$ cat src/rtl/inst_encoder_writer_if.sv
// Field-input handshake and instruction-memory write bundle for inst_encoder_writer.
interface inst_encoder_writer_if #(
    parameter int DEPTH  = 4,
    parameter int MEM_AW = 10
);
    localparam int CW = $clog2(DEPTH) + 1;

    logic              in_valid;
    logic              in_ready;
    logic              form;
    logic [2:0]        opcode;
    logic [4:0]        reg_addr_0;
    logic [4:0]        reg_addr_1;
    logic [4:0]        reg_addr_2;
    logic [14:0]       addr;
    logic              load_base;
    logic [MEM_AW-1:0] base_addr;
    logic              mem_we;
    logic [MEM_AW-1:0] mem_addr;
    logic [31:0]       mem_wdata;
    logic              mem_ack;
    logic [CW-1:0]     fifo_count;
    logic [15:0]       words_written;
    logic              form_err;

    modport slave (
        input  in_valid, form, opcode, reg_addr_0, reg_addr_1, reg_addr_2, addr,
               load_base, base_addr, mem_ack,
        output in_ready, mem_we, mem_addr, mem_wdata, fifo_count, words_written, form_err
    );

    modport master (
        output in_valid, form, opcode, reg_addr_0, reg_addr_1, reg_addr_2, addr,
               load_base, base_addr, mem_ack,
        input  in_ready, mem_we, mem_addr, mem_wdata, fifo_count, words_written, form_err
    );
endinterface

$ cat src/rtl/inst_encoder_writer.sv
// Packs instruction fields into 32-bit words, buffers them in a small FIFO and
// streams them into instruction memory at sequential addresses.
module inst_encoder_writer #(
    parameter int                DEPTH     = 4,
    parameter int                MEM_AW    = 10,
    parameter logic [MEM_AW-1:0] BASE_ADDR = '0
) (
    input logic                  clk,
    input logic                  rst_n,
    inst_encoder_writer_if.slave bus
);
    localparam int            PW   = $clog2(DEPTH);
    localparam int            CW   = PW + 1;
    localparam logic [CW-1:0] FULL = CW'(DEPTH);

    typedef enum logic {S_IDLE, S_WRITE} state_t;

    logic [31:0]       r_mem [DEPTH];
    logic [PW-1:0]     r_wrPtr;
    logic [PW-1:0]     r_rdPtr;
    logic [CW-1:0]     r_count;
    logic              r_formErr;
    state_t            r_state;
    logic              r_memWe;
    logic [31:0]       r_memWdata;
    logic [MEM_AW-1:0] r_memAddr;
    logic [15:0]       r_wordsWritten;

    logic              w_push;
    logic              w_pop;
    logic [PW-1:0]     w_rdNext;
    logic [31:0]       w_encoded;

    assign w_push    = bus.in_valid && (r_count < FULL);
    assign w_pop     = (r_state == S_WRITE) && bus.mem_ack;
    assign w_rdNext  = r_rdPtr + PW'(1);
    assign w_encoded = bus.form
        ? {bus.opcode, bus.reg_addr_0, bus.reg_addr_1, 4'b0, bus.addr}
        : {bus.opcode, bus.reg_addr_0, bus.reg_addr_1, bus.reg_addr_2, 14'b0};

    assign bus.in_ready      = (r_count < FULL);
    assign bus.fifo_count    = r_count;
    assign bus.form_err      = r_formErr;
    assign bus.mem_we        = r_memWe;
    assign bus.mem_wdata     = r_memWdata;
    assign bus.mem_addr      = r_memAddr;
    assign bus.words_written = r_wordsWritten;

    // Storage needs no reset: occupancy is tracked by the pointers and count.
    always_ff @(posedge clk) begin
        if (rst_n && w_push) begin
            r_mem[r_wrPtr] <= w_encoded;
        end
    end

    always_ff @(posedge clk) begin
        if (!rst_n) begin
            r_wrPtr   <= '0;
            r_rdPtr   <= '0;
            r_count   <= '0;
            r_formErr <= 1'b0;
        end else begin
            if (w_push) begin
                r_wrPtr <= r_wrPtr + PW'(1);
                if (bus.form && (bus.reg_addr_2 != 5'd0)) begin
                    r_formErr <= 1'b1;
                end
            end
            if (w_pop) begin
                r_rdPtr <= w_rdNext;
            end
            if (w_push && !w_pop) begin
                r_count <= r_count + CW'(1);
            end else if (!w_push && w_pop) begin
                r_count <= r_count - CW'(1);
            end
        end
    end

    // The head stays in the FIFO until acked; a second buffered word lets WRITE chain.
    always_ff @(posedge clk) begin
        if (!rst_n) begin
            r_state        <= S_IDLE;
            r_memWe        <= 1'b0;
            r_memWdata     <= '0;
            r_memAddr      <= BASE_ADDR;
            r_wordsWritten <= '0;
        end else begin
            case (r_state)
                S_IDLE: begin
                    if (bus.load_base) begin
                        r_memAddr <= bus.base_addr;
                    end
                    if (r_count != '0) begin
                        r_memWdata <= r_mem[r_rdPtr];
                        r_memWe    <= 1'b1;
                        r_state    <= S_WRITE;
                    end
                end
                S_WRITE: begin
                    if (bus.mem_ack) begin
                        r_memAddr <= r_memAddr + MEM_AW'(1);
                        if (r_wordsWritten != 16'hFFFF) begin
                            r_wordsWritten <= r_wordsWritten + 16'd1;
                        end
                        if (r_count > CW'(1)) begin
                            r_memWdata <= r_mem[w_rdNext];
                        end else begin
                            r_memWe <= 1'b0;
                            r_state <= S_IDLE;
                        end
                    end
                end
                default: begin
                    r_memWe <= 1'b0;
                    r_state <= S_IDLE;
                end
            endcase
        end
    end
endmodule

$ cat src/flat_wrapper.sv
// flat-port wrapper written by rule: the top's interface ports become plain ports
module inst_encoder_writer_flat 
#(
    parameter int                DEPTH     = 4,
    parameter int                MEM_AW    = 10,
    parameter logic [MEM_AW-1:0] BASE_ADDR = '0
)
  (clk, rst_n, bus_in_valid, bus_form, bus_opcode, bus_reg_addr_0, bus_reg_addr_1, bus_reg_addr_2, bus_addr, bus_load_base, bus_base_addr, bus_mem_ack, bus_in_ready, bus_mem_we, bus_mem_addr, bus_mem_wdata, bus_fifo_count, bus_words_written, bus_form_err);
  inst_encoder_writer_if #(.DEPTH(DEPTH), .MEM_AW(MEM_AW)) bus_i ();
  input logic clk;
  input logic rst_n;
  input wire logic [$bits(bus_i.in_valid)-1:0] bus_in_valid;
  input wire logic [$bits(bus_i.form)-1:0] bus_form;
  input wire logic [$bits(bus_i.opcode)-1:0] bus_opcode;
  input wire logic [$bits(bus_i.reg_addr_0)-1:0] bus_reg_addr_0;
  input wire logic [$bits(bus_i.reg_addr_1)-1:0] bus_reg_addr_1;
  input wire logic [$bits(bus_i.reg_addr_2)-1:0] bus_reg_addr_2;
  input wire logic [$bits(bus_i.addr)-1:0] bus_addr;
  input wire logic [$bits(bus_i.load_base)-1:0] bus_load_base;
  input wire logic [$bits(bus_i.base_addr)-1:0] bus_base_addr;
  input wire logic [$bits(bus_i.mem_ack)-1:0] bus_mem_ack;
  output wire logic [$bits(bus_i.in_ready)-1:0] bus_in_ready;
  output wire logic [$bits(bus_i.mem_we)-1:0] bus_mem_we;
  output wire logic [$bits(bus_i.mem_addr)-1:0] bus_mem_addr;
  output wire logic [$bits(bus_i.mem_wdata)-1:0] bus_mem_wdata;
  output wire logic [$bits(bus_i.fifo_count)-1:0] bus_fifo_count;
  output wire logic [$bits(bus_i.words_written)-1:0] bus_words_written;
  output wire logic [$bits(bus_i.form_err)-1:0] bus_form_err;
  assign bus_i.in_valid = bus_in_valid;
  assign bus_i.form = bus_form;
  assign bus_i.opcode = bus_opcode;
  assign bus_i.reg_addr_0 = bus_reg_addr_0;
  assign bus_i.reg_addr_1 = bus_reg_addr_1;
  assign bus_i.reg_addr_2 = bus_reg_addr_2;
  assign bus_i.addr = bus_addr;
  assign bus_i.load_base = bus_load_base;
  assign bus_i.base_addr = bus_base_addr;
  assign bus_i.mem_ack = bus_mem_ack;
  assign bus_in_ready = bus_i.in_ready;
  assign bus_mem_we = bus_i.mem_we;
  assign bus_mem_addr = bus_i.mem_addr;
  assign bus_mem_wdata = bus_i.mem_wdata;
  assign bus_fifo_count = bus_i.fifo_count;
  assign bus_words_written = bus_i.words_written;
  assign bus_form_err = bus_i.form_err;
  inst_encoder_writer #(.DEPTH(DEPTH), .MEM_AW(MEM_AW), .BASE_ADDR(BASE_ADDR)) u_core (.clk(clk), .rst_n(rst_n), .bus(bus_i));
endmodule
$ cat config.mk
export PLATFORM = sky130hd
export DESIGN_NAME = inst_encoder_writer_flat
export DESIGN_NICKNAME = d
export VERILOG_FILES = /design/src/rtl/inst_encoder_writer_if.sv /design/src/rtl/inst_encoder_writer.sv /design/src/flat_wrapper.sv
export SDC_FILE = /design/constraint.sdc
export NUM_CORES = 1
export LEC_CHECK = 0
export BUFFER_PORTS_ARGS = -buffer_cell sky130_fd_sc_hd__buf_4
export CAP_MARGIN = 30
export CORE_ASPECT_RATIO = 1.5
export CORE_MARGIN = 2
export CORE_UTILIZATION = 30
export CTS_CLUSTER_DIAMETER = 50
export CTS_CLUSTER_SIZE = 24
export DETAILED_ROUTE_END_ITERATION = 16
export GPL_ROUTABILITY_DRIVEN = 0
export PLACE_DENSITY_LB_ADDON = 0.05
export SLEW_MARGIN = 40
export SYNTH_ARGS = -nofsm -noshare
export SYNTH_HDL_FRONTEND = slang
export SYNTH_SLANG_ARGS = --single-unit
$ cat constraint.sdc
create_clock -name clk -period 4.7 [get_ports clk]
set_input_delay 0.235 -clock clk [delete_from_list [all_inputs] [get_ports clk]]
set_output_delay 0.235 -clock clk [all_outputs]
set_load 0.01 [all_outputs]
==> run_results.csv <==
group,metric,value,unit
status,status,"completed",
grt,grt_antenna_before_repair,0,
floorplanning,num_rows,76,
clock_network,clk_pin_slew,0.07,ns
setup_path,crit_path_start,"u_core.r_state",
setup_path,path_max_fanout,18,
sta,whs,0.0236,ns
setup_path,crit_chain,"and2_4 -> inv_2 -> or3_1 -> or4_1 -> a21oi_1",
power,power_density,490,nW/um^2
grt,grt.total_usage,0.159,
grt,grt_pass1_wl,36.1,mm
drt,drt-initial-drc-count,206,
drt,routed_wl,23.9,mm
setup_path,startpoint_type,"flop",
sta,slew_viol_final,0,
power,ir_drop,0.253,mV
floorplanning,core,28700,um^2
synthesis,synth_area,8770,um^2
setup_path,setup.worst_path.class,"flop to flop",
clock_network,clock_latency,0.43,ns
synthesis,ys.flop_type,"edfxtp_1",
clock_network,cts.sinks,198,
clock_network,clockRootBuffer,"clkbuf_16",
place,hpwl,14.1,mm
sta,tightestPinTransition,0.721,ns
synthesis,synthesis.nets,702,
sta,fmax,415,MHz
final_layout,drive_above_1_share,0.261,
setup_path,crit_path_end_kind,"flop",
drt,drc,0,
sta,setup_violations,0,
hold_path,worstHoldStart,"bus_reg_addr_0[1]",
sta,fin_crit_sh,0.513,
clock_network,cts_tree,"done",
grt,grt-ovfl-total,0,
grt,grt_pass1_vias,6222,
power,power_frac_seq,0.440,
power,internal_power,3580,uW
setup_path,arrival,2.78,ns
drt,vias,5891,
floorplanning,initial_core_util,0.306,
setup_path,critPathSlowestCell,"dfxtp_1",
hold_path,hp-class,"primary input to flop",
final_layout,syn_to_final_growth,22.8,%
floorplanning,die_h,213,um
synthesis,synth_seq_cells,198,
synthesis,ys_seq_area_frac,0.598,
synthesis,synth_edf_count,128,
power,switching_power,1690,uW
final_layout,nets,808,
synthesis,async_flop_share,0,
sta,final_hold_viol_count,0,
setup_path,crit_required,5.07,ns
sta,rsz0062_at_grt,"false",
sta,setup_tns,0,ns
synthesis,synthCells,642,
synthesis,synth_area_per_cell,13.7,um^2
setup_path,cp_slowest_stage_delay,0.72,ns
sta,skew,0.00966,ns
drt,first_pass_iters,4,
drt,avgRoutedWirePerCell,20.7,um
synthesis,ys.warnings.count,0,
power,p_clk_frac,0.285,
power,leakagePower,0.00358,uW
place,portBuffers,112,
power,p_sw_frac,0.321,
clock_network,clk_path_buf_depth,2,
power,p_comb_frac,0.275,
floorplanning,dieArea,30700,um^2
synthesis,synth_cell_type_count,50,
sta,max_slew_margin,0.518,
clock_network,cts_inserted_buffers,17,
setup_path,r2r-start,"u_core.r_state",
sta,min_period,2.41,ns
floorplanning,die_w,144,um
final_layout,insertedDiodeCount,0,
run,cap_violations,0,
drt,vias_per_cell,5.12,
drt,ant_nets,0,
grt,grt_max_degree,36,
floorplanning,ios,113,
clock_network,cts_max_level,4,
layer usage:
metal	wire, um	vias up	GRT usage
met5	0	-	0
met4	276	0	0.0490
met3	867	14	0.0281
met2	12300	132	0.284
met1	10400	2988	0.195
li1	-	2757	-
placed cells by master (no fill, tap or decap), types with 15 or more instances in the layout:
master,count
a21oi_1,50
edfxtp_1,128
clkbuf_16,17
o2bb2ai_1,32
nor2_1,24
dfxtp_1,67
and2_1,15
buf_4,116
mux2i_1,70
mux4_2,32
o22ai_1,33
final cells by class:
class | count | area [um^2]
Clock buffer | 17 | 425
Tap cell | 390 | 488
Timing Repair Buffer | 130 | 1020
Fill cell | 2838 | 17900
Inverter | 10 | 37.5
Sequential cell | 198 | 5250
Clock inverter | 15 | 176
Multi-Input combinational cell | 391 | 3370
through the flow:
stage | instance area, um^2 | setup slack [ns] | cells | total power, uW | util
2_1_floorplan | 8770 | 2.71 | 642 | 3150 | -
3_5_place_dp | 10000 | 2.28 | 1107 | 3840 | 0.350
5_1_grt | 10800 | 2.06 | 1151 | 5570 | 0.375
6_report | 10800 | 2.29 | 1151 | 5280 | 0.375
4_1_cts | 10800 | 2.26 | 1151 | 5370 | 0.375
3_3_place_gp | 9990 | 2.32 | 1105 | 3770 | 0.348
power by group through the flow:
stage / sequential (uW) / combinational [uW] / clock, uW
floorplan: 2320 / 830 / 0
global placement: 2360 / 1410 / 0
detailed placement: 2360 / 1480 / 0
CTS: 2330 / 1490 / 1550
global route: 2360 / 1590 / 1610
finish: 2320 / 1450 / 1500
synthesized netlist by cell type (all sizes together), types with 4 or more instances:
library cell  instances  share of area
nand2                12         0.0051
o2bb2ai              32          0.032
nor2                 24          0.010
and2                 16          0.012
nand4                 6         0.0043
nand3                11         0.0068
dfxtp                70           0.16
a21oi                51          0.029
inv                  10         0.0043
buf                  15         0.0078
nor2b                 8         0.0057
mux4                 32          0.082
o21ai                12         0.0068
o21a                  4         0.0034
or3                   5         0.0036
nor4                  4         0.0046
and3                  6         0.0043
mux2i                70          0.080
or4                   4         0.0038
nor3                  5         0.0029
o22ai                33          0.024
o41ai                 4         0.0040
nand2b                6         0.0043
clkbuf               28          0.012
ha                   11          0.016
a311oi                4         0.0040
edfxtp              128           0.44
o311ai                4         0.0040
registers in the layout, summed over array words and instances (netlist names), named ones only:
register,count
u_core.r_rdPtr,2
u_core.bus.words_written,16
u_core.r_mem,128
u_core.r_wrPtr,2
u_core.bus.mem_wdata,32
u_core.bus.mem_we,1
u_core.r_state,1
u_core.bus.form_err,1
u_core.bus.fifo_count,3
u_core.bus.mem_addr,10
worst paths after layout:
path                            slack, ns                      endpoint  cells after the start
worst max-delay path                 2.29  u_core.bus.words_written[14]                      5
worst min-delay path                 0.02           u_core.r_mem[0][25]                      1
worst max register to register       2.29  u_core.bus.words_written[14]                      5
worst min register to register       0.47       u_core.bus.mem_wdata[3]                      1
what timing repair did:
| action | CTS | global route |
|---|---|---|
| gates resized for setup | 0 | 0 |
| setup buffers | 0 | 0 |
| hold buffers | 12 | 0 |
| endpoints found under the hold margin | 48 | 0 |
cells by family after synthesis:
| family | synth area share |
|---|---|
| flip-flops | 0.598 |
| XOR/XNOR | 0.00499 |
| multiplexers | 0.166 |
| adder cells (fa/ha/maj) | 0.0157 |
| AO/OA/AOI/OAI | 0.122 |
| AND/OR/NAND/NOR | 0.0693 |
| buffers and inverters | 0.0241 |
worst max-delay path: cells and delay by family (launching register included):
kind | cells | cell delay, ns
buf+inv | 1 | 0.16
compound gates | 1 | 0.15
flops | 1 | 0.72
simple gates | 3 | 1.31
No activity file was read; power rests on OpenSTA's default activity.
